### config.mk
export PLATFORM = sky130hd
export DESIGN_NAME = mem_arbiter
export DESIGN_NICKNAME = d
export VERILOG_FILES = /design/src/rtl/mem_arbiter_pkg.sv /design/src/rtl/mem_arbiter.sv
export SDC_FILE = /design/constraint.sdc
export NUM_CORES = 1
export LEC_CHECK = 0
export ABC_CLOCK_PERIOD_IN_PS = 11900
export CAP_MARGIN = 20
export CORE_ASPECT_RATIO = 1.75
export CORE_MARGIN = 2
export CORE_UTILIZATION = 36
export CTS_CLUSTER_DIAMETER = 40
export DETAILED_ROUTE_END_ITERATION = 8
export PLACE_DENSITY = 0.71
export SLEW_MARGIN = 20
export SYNTH_ARGS = -nofsm -noshare
export SYNTH_HDL_FRONTEND = slang
export SYNTH_SLANG_ARGS = --single-unit
### constraint.sdc
create_clock -name clk -period 11.9 [get_ports clk]
set_input_delay 2.38 -clock clk [delete_from_list [all_inputs] [get_ports clk]]
set_output_delay 2.38 -clock clk [all_outputs]
set_load 0.01 [all_outputs]
### src/rtl/mem_arbiter_pkg.sv
// Shared encodings and byte-lane helpers for the byte-serial memory arbiter.
package mem_arbiter_pkg;

  localparam int BYTE_W = 8;
  localparam logic [31:0] ZERO_WORD = 32'h0000_0000;

  // Transfer size encodings on mem_size; the unused code 2'b11 behaves as a word.
  localparam logic [1:0] MEM_SIZE_B = 2'b00;
  localparam logic [1:0] MEM_SIZE_H = 2'b01;
  localparam logic [1:0] MEM_SIZE_W = 2'b10;

  // Arbiter FSM state encodings.
  localparam logic [1:0] ARB_IDLE = 2'd0;
  localparam logic [1:0] ARB_XFER = 2'd1;
  localparam logic [1:0] ARB_DONE = 2'd2;

  // Number of bytes moved for a given size code.
  function automatic logic [2:0] size_to_len(input logic [1:0] size);
    case (size)
      MEM_SIZE_B: size_to_len = 3'd1;
      MEM_SIZE_H: size_to_len = 3'd2;
      MEM_SIZE_W: size_to_len = 3'd4;
      default:    size_to_len = 3'd4;
    endcase
  endfunction

  // Little-endian byte lane extraction.
  function automatic logic [BYTE_W-1:0] byte_lane(input logic [31:0] word, input logic [1:0] idx);
    byte_lane = word[BYTE_W*idx +: BYTE_W];
  endfunction

  // Replace one little-endian byte lane of a word.
  function automatic logic [31:0] insert_byte(input logic [31:0] word, input logic [1:0] idx,
                                              input logic [BYTE_W-1:0] b);
    insert_byte = word;
    insert_byte[BYTE_W*idx +: BYTE_W] = b;
  endfunction

endpackage

### src/rtl/mem_arbiter.sv
// Byte-serial RAM port arbiter: shares one 8-bit RAM between instruction fetch
// and the MEM stage, moving one byte per cycle, little-endian, MEM has priority.
module mem_arbiter
  import mem_arbiter_pkg::*;
#(
  parameter int ADDR_WIDTH = 32
) (
  input  logic                  clk,
  input  logic                  rst,
  input  logic                  if_req,
  input  logic [ADDR_WIDTH-1:0] if_addr,
  output logic [31:0]           if_data,
  output logic                  if_done,
  input  logic                  mem_req,
  input  logic                  mem_we,
  input  logic [1:0]            mem_size,
  input  logic [ADDR_WIDTH-1:0] mem_addr,
  input  logic [31:0]           mem_wdata,
  output logic [31:0]           mem_rdata,
  output logic                  mem_done,
  output logic [ADDR_WIDTH-1:0] ram_a,
  output logic [BYTE_W-1:0]     ram_dout,
  output logic                  ram_wr,
  input  logic [BYTE_W-1:0]     ram_din,
  output logic                  stall_if_req,
  output logic                  stall_mem_req
);

  logic [1:0]            state_reg, state_next;
  logic [2:0]            k_reg, k_next;
  logic [2:0]            n_reg;
  logic                  owner_mem_reg;
  logic                  we_reg;
  logic [ADDR_WIDTH-1:0] base_reg;
  logic [31:0]           wdata_reg;
  logic [31:0]           asm_reg;

  logic                  grant;
  logic                  grant_mem;
  logic [2:0]            grant_len;
  logic                  abort;
  logic                  issue;
  logic [2:0]            issue_idx;
  logic [ADDR_WIDTH-1:0] issue_base;
  logic [31:0]           issue_wdata;
  logic                  issue_we;
  logic                  done;

  // Next-state, grant and byte-issue decode. Byte 0 is issued in the grant cycle
  // straight from the request fields; later bytes come from the latched copies.
  always_comb begin
    state_next  = state_reg;
    k_next      = k_reg;
    grant       = 1'b0;
    grant_mem   = 1'b0;
    grant_len   = mem_req ? size_to_len(mem_size) : 3'd4;
    abort       = 1'b0;
    issue       = 1'b0;
    issue_idx   = 3'd0;
    issue_base  = base_reg;
    issue_wdata = wdata_reg;
    issue_we    = we_reg;
    case (state_reg)
      ARB_IDLE: begin
        if (mem_req) begin
          grant       = 1'b1;
          grant_mem   = 1'b1;
          issue       = 1'b1;
          issue_base  = mem_addr;
          issue_wdata = mem_wdata;
          issue_we    = mem_we;
        end else if (if_req) begin
          grant       = 1'b1;
          issue       = 1'b1;
          issue_base  = if_addr;
          issue_wdata = ZERO_WORD;
          issue_we    = 1'b0;
        end
        if (grant) begin
          k_next = 3'd1;
          // A single-byte store has nothing left to issue or capture.
          state_next = (issue_we && grant_len == 3'd1) ? ARB_DONE : ARB_XFER;
        end
      end
      ARB_XFER: begin
        if (!owner_mem_reg && !if_req) begin
          abort      = 1'b1;
          state_next = ARB_IDLE;
          k_next     = 3'd0;
        end else if (k_reg < n_reg) begin
          issue     = 1'b1;
          issue_idx = k_reg;
          k_next    = k_reg + 3'd1;
          // Stores finish as soon as the last byte is written.
          if (we_reg && (k_reg + 3'd1) == n_reg) state_next = ARB_DONE;
        end else begin
          state_next = ARB_DONE;
        end
      end
      ARB_DONE: begin
        state_next = ARB_IDLE;
        k_next     = 3'd0;
      end
      default: begin
        state_next = ARB_IDLE;
        k_next     = 3'd0;
      end
    endcase
  end

  // Transfer state: latch the request on grant, assemble read bytes as they return.
  always_ff @(posedge clk) begin
    if (rst) begin
      state_reg     <= ARB_IDLE;
      k_reg         <= 3'd0;
      n_reg         <= 3'd0;
      owner_mem_reg <= 1'b0;
      we_reg        <= 1'b0;
      base_reg      <= '0;
      wdata_reg     <= ZERO_WORD;
      asm_reg       <= ZERO_WORD;
    end else begin
      state_reg <= state_next;
      k_reg     <= k_next;
      if (grant) begin
        owner_mem_reg <= grant_mem;
        we_reg        <= issue_we;
        base_reg      <= issue_base;
        wdata_reg     <= issue_wdata;
        n_reg         <= grant_len;
        // Cleared so that bytes beyond the transfer length read as zero.
        asm_reg       <= ZERO_WORD;
      end else if (state_reg == ARB_XFER && !we_reg && !abort) begin
        // ram_din holds the byte issued in the previous cycle, i.e. byte k-1.
        asm_reg <= insert_byte(asm_reg, 2'(k_reg - 3'd1), ram_din);
      end
    end
  end

  // Outputs are idle-zero and forced quiet while reset is asserted.
  assign done          = (state_reg == ARB_DONE) && !rst;
  assign ram_wr        = issue && issue_we && !rst;
  assign ram_a         = (issue && !rst) ? issue_base + ADDR_WIDTH'(issue_idx) : '0;
  assign ram_dout      = ram_wr ? byte_lane(issue_wdata, issue_idx[1:0]) : '0;
  assign if_done       = done && !owner_mem_reg;
  assign mem_done      = done && owner_mem_reg;
  assign if_data       = if_done ? asm_reg : ZERO_WORD;
  assign mem_rdata     = (mem_done && !we_reg) ? asm_reg : ZERO_WORD;
  assign stall_if_req  = if_req && !if_done;
  assign stall_mem_req = mem_req && !mem_done;

endmodule

==> results of run 1 <==
## cells in the mapped netlist (all sizes together), types with 3 or more instances
cell type | count | area [µm²]
a211oi | 3 | 22.5
a21boi | 3 | 22.5
a21oi | 94 | 470
a221oi | 5 | 43.8
a22o | 11 | 96.3
a22oi | 54 | 405
a31o | 7 | 61.3
a31oi | 7 | 43.8
and2 | 71 | 444
and3 | 6 | 37.5
buf | 20 | 109
clkbuf | 43 | 163
dfxtp | 106 | 2120
ha | 12 | 150
inv | 10 | 37.5
mux2 | 3 | 33.8
mux2i | 5 | 50.1
nand2 | 64 | 250
nand2b | 19 | 119
nand3 | 11 | 55.1
nand3b | 3 | 22.5
nand4 | 10 | 62.6
nor2 | 119 | 447
nor2b | 12 | 75.1
nor3 | 64 | 320
nor3b | 4 | 35.0
nor4 | 11 | 68.8
nor4b | 3 | 41.3
o211ai | 3 | 22.5
o21ai | 20 | 100
or2 | 18 | 113
or3b | 8 | 70.1
xnor2 | 9 | 78.8
## placed cells by master, fill, tap and decap left out, drive strengths merged, types with 18 or more instances in the layout
cell	instances
a21oi	94
a22oi	54
and2	71
clkdlybuf4s50	218
dfxtp	106
nand2	64
nand2b	19
nor2	119
nor3	64
o21ai	20
or2	18
## worst max-delay path, cell delays in order
cell and delay, ps:
clkdlybuf4s50_1 680, o211ai_1 600, nor3b_1 140, buf_4 200
nand2_1 450, inv_1 170, ha_1 310, a21o_1 100
a21oi_1 90, a21oi_1 130, o211ai_1 210, or4_1 660
or4_1 480, mux2_1 320, clkdlybuf4s50_1 490
## stage by stage
step	util	cells	hold slack, ps	setup slack (ps)
2_1_floorplan	-	864	436	3470
3_3_place_gp	0.501	1265	457	2210
3_5_place_dp	0.501	1265	463	2100
4_1_cts	0.522	1281	474	2090
5_1_grt	0.522	1281	486	1700
6_report	0.522	1281	472	2090
## cell type report
class	instances	area [µm²]
Timing Repair Buffer	233	2290
Inverter	11	41.3
Fill cell	1713	8350
Sequential cell	106	2120
Tap cell	231	289
Multi-Input combinational cell	684	4000
Clock inverter	5	109
Clock buffer	11	253
## cells by family after synthesis
logic type,count (synthesis)
AND/OR/NAND/NOR,430
adder cells (fa/ha/maj),13
AO/OA/AOI/OAI,223
XOR/XNOR,10
multiplexers,8
flip-flops,106
buffers and inverters,74
## final timing paths
kind	from	endpoint	slack, ps
hold reg to reg	asm_reg[4]	asm_reg[4]	470
hold / removal	asm_reg[4]	asm_reg[4]	470
setup / recovery	if_req	ram_a[21]	2090
setup reg to reg	state_reg[0]	asm_reg[18]	9660
## layer usage
metal  vias up  global-route usage
li1       3425                   -
met1      3198               0.247
met2       214               0.390
met3        41              0.0373
met4         0              0.0880
met5         -                   0
## power by group
group | total [µW] | switching, µW | internal (µW)
clock | 355 | 137 | 219
sequential | 385 | 10.7 | 374
combinational | 256 | 144 | 112
==> qor.yml, run 1 <==
timing.final.crit_period_ps: 9810
routed_via_density: 5.37
ys_seq_area_frac: 0.331
cts_resized: 0
netlist_area_um2: 6420
grt_pass1_vias: 6668
synth_top_family_by_area: "simple AND/OR/NAND/NOR gates"
coreArea_um2: 17500
cts_tree: "done"
path_class: "in2out"
clk_pin_slew_ps: 70
wirelength_mm: 21.0
hold_viol: 0
insertion_delay_ps: 350
min_path_cells: 2
wl_met3_mm: 1.08
fp-row-count: 64
grt-ovfl-total: 0
die_h_um: 181
place_area_um2: 8740
final_cell_area_um2: 9100
postCtsSetupBuffers: 0
die_w_um: 105
slew_headroom: 0.322
io_buffers: 219
cts_buffers: 9
postCtsHoldBufs: 0
synth_cell_type_count: 64
synthMuxAreaShare: 0.0131
grt_antenna_before_repair: 0
crit_path_start_kind: "primary input"
skew_ps: 11.6
synth_compound_area_frac: 0.222
powerDensity_nw_per_um2: 109
die_area_um2: 19000
synth-xor-area-share: 0.0136
num_antenna_cells: 0
final-setup-viol-count: 0
max-cap-violations: 0
wl_met2_mm: 10.9
finalCritPeriodShare: 0.824
dp_hpwl_mm: 15.6
via_count: 6878
drcViolationCount: 0
synthAdderAreaFrac: 0.0265
ctsLongestPathBuffers: 2
synth_seq_cells: 106
highest_layer: "met4"
dr.pass1.iters: 5
ant_nets: 0
clock.fmax_ghz: 0.102
cts.sinks: 106
p_leak_uw: 0.00332
hold_path_class: "reg2reg"
fin_nets: 1169
synthCells: 864
r2r_cells: 6
grt_use_total: 0.216
drt_iter0_markers: 445
finalPower_uw: 996
grt_first_pass_wirelength_mm: 33.6
synth-simple-area-share: 0.345
drt-met1-wl_mm: 8.43
synth_nets: 988
ios: 220
status: "finished, final reports clean"
maxSlewViolCount: 0
tightest_slew_ps: 1000
cts_max_level: 3
synth_flop_cell: "dfxtp_1"
tns_ps: 0
start_util: 0.368
crit_required_ps: 9520
rsz0062_at_grt: "no"
cp_max_fo: 17
ys_async_sr_fraction: 0
synth_area_per_cell_um2: 7.43
syn_to_final_growth_pct: 41.9
critPathCaptureType: "primary output"
grt_start_max_net_pins: 80
root_buffer: "clkbuf_16"
place_congestion: 0.865
ys.warnings.count: 0
peakVddDrop_v: 0.0000606
synth-edff-count: 0
arrival_ps: 7430
post_drt_wl_per_cell_um: 16.4
final_layout_size_suffix_gt1_frac: 0.0667
Power figures use the tool's default switching activity.
==> run 2, diff against run 1 <==
ABC_CLOCK_PERIOD_IN_PS = 8870   (was 11900)
PLACE_DENSITY = 0.73   (was 0.71)
clock period = 8.87 ns   (was 11.9 ns; I/O delays follow)
==> qor.yml, run 2 (synthesis gave the netlist of run 1 again) <==
slowest_delay_ps: 660
coreArea_um2: 17500
max-cap-violations: 0
dp_hpwl_mm: 15.8
post_drt_wl_per_cell_um: 16.7
powerDensity_nw_per_um2: 140
dr.pass1.iters: 5
tightest_slew_ps: 1030
hold_path_class: "reg2reg"
cp_max_fo: 18
grt_antenna_before_repair: 1
die_area_um2: 19000
fin_ws_ps: 763
postCtsSetupBuffers: 0
fp-row-count: 64
final-setup-viol-count: 0
cts.sinks: 106
die_w_um: 105
place_area_um2: 8760
hold_viol: 0
finalCritPeriodShare: 0.914
clock.fmax_ghz: 0.123
cts_resized: 0
postCtsHoldBufs: 0
p_leak_uw: 0.00330
wirelength_mm: 21.5
cp_slowest_cell: "or4_1"
rr_endpoint: "asm_reg[4]"
drcViolationCount: 0
insertion_delay_ps: 360
met1_usage: 0.249
crit_required_ps: 7100
final_layout_size_suffix_gt1_frac: 0.0693
layout_commonest_cell: "clkdlybuf4s50_1"
ant_nets: 0
grt_util_met2: 0.384
timing.final.crit_period_ps: 8110
grt_first_pass_wirelength_mm: 34.2
dp_slack_ps: 775
finalPower_uw: 1270
grt_use_met3: 0.0441
n_fill_cell: 1718
busiest_layer: "met2"
grt-ovfl-total: 0
cts_buffers: 9
arrival_ps: 6330
via_count: 7034
grt_use_total: 0.221
hold_end: "n_reg[0]"
rsz0062_at_grt: "no"
hp-start: "n_reg[0]"
final_cell_mix: "218 x clkdlybuf4s50_1, 119 x nor2_1, 106 x dfxtp_1, 94 x a21oi_1, 71 x and2_1"
slew_headroom: 0.303
syn_to_final_growth_pct: 41.4
critPathBufInv: 3
regToRegSetupSlack_ps: 6610
drt_iter0_markers: 455
min_path_cells: 2
r2r_cells: 5
path_class: "in2out"
final_cell_area_um2: 9070
ctsLongestPathBuffers: 2
grt_pass1_vias: 6755
skew_ps: 9.39
cts_max_level: 3
crit_family: "simple AND/OR/NAND/NOR gates"
ios: 220
status: "finished, final reports clean"
crit_path_start_kind: "primary input"
routed_via_density: 5.47
critPathCaptureType: "primary output"
start_util: 0.368
tns_ps: 0
die_h_um: 181
cts_tree: "done"
fin_nets: 1172
worstReg2RegStart: "state_reg[0]"
grt_start_max_net_pins: 79
place_congestion: 0.894
crit_chain: "clkdlybuf4s50_1 > buf_4 > or2_1 > nand2_2 > nand2_1 > o21ai_0 > ha_1 > a21o_1 > a21oi_1 > a21oi_1 > o211ai_1 > or4_1 > or4_1 > mux2_1 > clkdlybuf4s50_1"
clk_pin_slew_ps: 70
peakVddDrop_v: 0.0000858
root_buffer: "clkbuf_16"
maxSlewViolCount: 0
io_buffers: 219
## run 2: area by class of cell
class | instances | area (µm²) | share of cell area
Multi-Input combinational cell | 684 | 4000 | 0.441
Timing Repair Buffer | 236 | 2310 | 0.255
Sequential cell | 106 | 2120 | 0.234
Tap cell | 231 | 289 | 0.0319
Clock buffer | 9 | 225 | 0.0248
Clock inverter | 7 | 80.1 | 0.00883
Inverter | 11 | 41.3 | 0.00455
Antenna cell | 1 | 2.50 | 0.000276
## run 2: how the worst max path moves through the flow
stage               cells past startpoint    from  slack, ps         to
floorplan                              15  if_req       1650  ram_a[21]
global placement                       15  if_req        830  ram_a[21]
finish                                 15  if_req        760  ram_a[21]
global route                           15  if_req        410  ram_a[21]
CTS                                    15  if_req        770  ram_a[21]
detailed placement                     15  if_req        770  ram_a[21]
## run 2: metal layers
layer / part of all wire / vias up
li1: - / 3436
met1: 0.37 / 3245
met2: 0.51 / 285
met3: 0.068 / 68
met4: 0.051 / 0
met5: 0 / -
## run 2: where the power goes
| part | internal, µW | switching, µW | leakage [µW] | total (µW) |
|---|---|---|---|---|
| clock | 201 | 206 | 0.000146 | 407 |
| combinational | 150 | 194 | 0.00229 | 344 |
| sequential | 501 | 14.4 | 0.000864 | 516 |
| total | 853 | 414 | 0.00330 | 1270 |
## run 2: worst reg2reg max path, stage by stage (launching register included)
cell and delay (ps):
dfxtp_1 530, nor2_1 150, nand2_2 310, buf_4 470, nand2b_2 470, a21oi_1 260
## run 2: through the flow
| stage | utilization | std cells | hold WS, ps |
|---|---|---|---|
| floorplan | - | 864 | 436 |
| global placement | 0.502 | 1268 | 452 |
| detailed placement | 0.502 | 1268 | 461 |
| CTS | 0.519 | 1284 | 472 |
| global route | 0.520 | 1285 | 500 |
| finish | 0.520 | 1285 | 468 |
==> run 3, diff against run 2 <==
ABC_CLOCK_PERIOD_IN_PS = 8200   (was 8870)
PLACE_DENSITY = 0.71   (was 0.73)
clock period = 8.2 ns   (was 8.87 ns; I/O delays follow)
==> qor.yml, run 3 (synthesis gave the netlist of run 1 again) <==
status: "finished, final reports clean"
clock.fmax_ghz: 0.130
ctsLongestPathBuffers: 2
cts_max_level: 3
tightest_slew_ps: 926
die_w_um: 105
routed_via_density: 5.41
crit_chain: "clkdlybuf4s50_1 > buf_4 > or2_1 > nand2_2 > nand2_1 > o21ai_0 > ha_1 > a21o_1 > a21oi_1 > a21oi_1 > o211ai_1 > or4_1 > or4_1 > mux2_1 > clkdlybuf4s50_1"
dr.pass1.iters: 5
io_buffers: 219
fin_nets: 1178
postCtsHoldBufs: 0
root_buffer: "clkbuf_16"
path_class: "in2out"
cts_tree: "done"
cp_slowest_cell: "or4_1"
drcViolationCount: 0
maxSlewViolCount: 0
peakVddDrop_v: 0.000109
post_drt_wl_per_cell_um: 16.4
coreArea_um2: 17500
cts.sinks: 106
grt_use_total: 0.218
ant_nets: 0
critPathBufInv: 3
cp_max_fo: 16
place_congestion: 0.876
hold_path_class: "reg2reg"
rsz0062_at_grt: "no"
final_cell_mix: "218 x clkdlybuf4s50_1, 119 x nor2_1, 106 x dfxtp_1, 94 x a21oi_1, 71 x and2_1"
drt_iter0_markers: 369
tns_ps: 0
dp_hpwl_mm: 15.8
postCtsSetupBuffers: 0
p_leak_uw: 0.00333
critPathLaunch: "if_req"
slowest_delay_ps: 670
finalCritPeriodShare: 0.939
fp-row-count: 64
die_h_um: 181
powerDensity_nw_per_um2: 149
hp-start: "n_reg[0]"
slew_headroom: 0.374
ios: 220
hold_viol: 0
wirelength_mm: 21.2
syn_to_final_growth_pct: 41.8
arrival_ps: 6060
grt_first_pass_wirelength_mm: 33.7
clk_pin_slew_ps: 70
crit_family: "simple AND/OR/NAND/NOR gates"
finalPower_uw: 1360
worstReg2RegStart: "state_reg[0]"
start_util: 0.368
die_area_um2: 19000
grt_start_max_net_pins: 79
skew_ps: 10.1
grt_pass1_vias: 6679
grt-ovfl-total: 0
cts_buffers: 9
crit_required_ps: 6560
via_count: 6988
layout_commonest_cell: "clkdlybuf4s50_1"
max-cap-violations: 0
insertion_delay_ps: 350
grt_antenna_before_repair: 1
timing.final.crit_period_ps: 7700
final-setup-viol-count: 0
final_layout_size_suffix_gt1_frac: 0.0746
cts_resized: 0
critPathCaptureType: "primary output"
crit_path_start_kind: "primary input"
==> run 3: cell types whose count changed in the layout (fill, tap and decap cells not counted), sizes merged <==
cell  before  now
buf       18   24
==> run 3: worst paths after layout <==
| kind | end | slack [ps] | depth (start not counted) |
|---|---|---|---|
| min | n_reg[0] | 470 | 2 |
| min reg2reg | n_reg[0] | 470 | 2 |
| max reg2reg | asm_reg[4] | 6010 | 5 |
| max | ram_a[21] | 500 | 15 |
==> run 3: layout make-up <==
class	count	area, µm²
diodes	1	2.50
inverters	11	41.3
fillers	1761	8360
multi-input cells	684	4000
clock inverters	7	62.6
flip-flops and latches	106	2120
repair buffers	242	2360
clock buffers	9	225
well taps	231	289
==> run 3: worst reg2reg max path, cell delays in order, from the launching register on <==
cell      delay (ps)
dfxtp_1          530
nor2_1           130
nand2_2          300
buf_4            440
nand2b_2         470
a21oi_1          250
==> run 3: through the flow <==
step,cell area (µm²),hold WS (ps),utilization,instances,setup WS [ps]
2_1_floorplan,6420,436,-,864,1250
3_3_place_gp,8810,451,0.505,1274,664
3_5_place_dp,8810,457,0.505,1274,574
4_1_cts,9100,467,0.521,1290,561
5_1_grt,9100,486,0.521,1291,221
6_report,9100,466,0.521,1291,501
==> run 3: per-layer routing <==
metal	up-vias	part of all wire	routed length, µm	GRT usage
li1	3452	-	-	-
met1	3246	0.38	8150	0.244
met2	243	0.52	11000	0.395
met3	47	0.058	1240	0.0416
met4	0	0.036	760	0.0987
met5	-	0	0	0
==> run 3: report_power, final <==
part	internal (µW)	total, µW	switching, µW
Combinational	165	373	208
Clock	212	424	212
Sequential	542	558	15.5
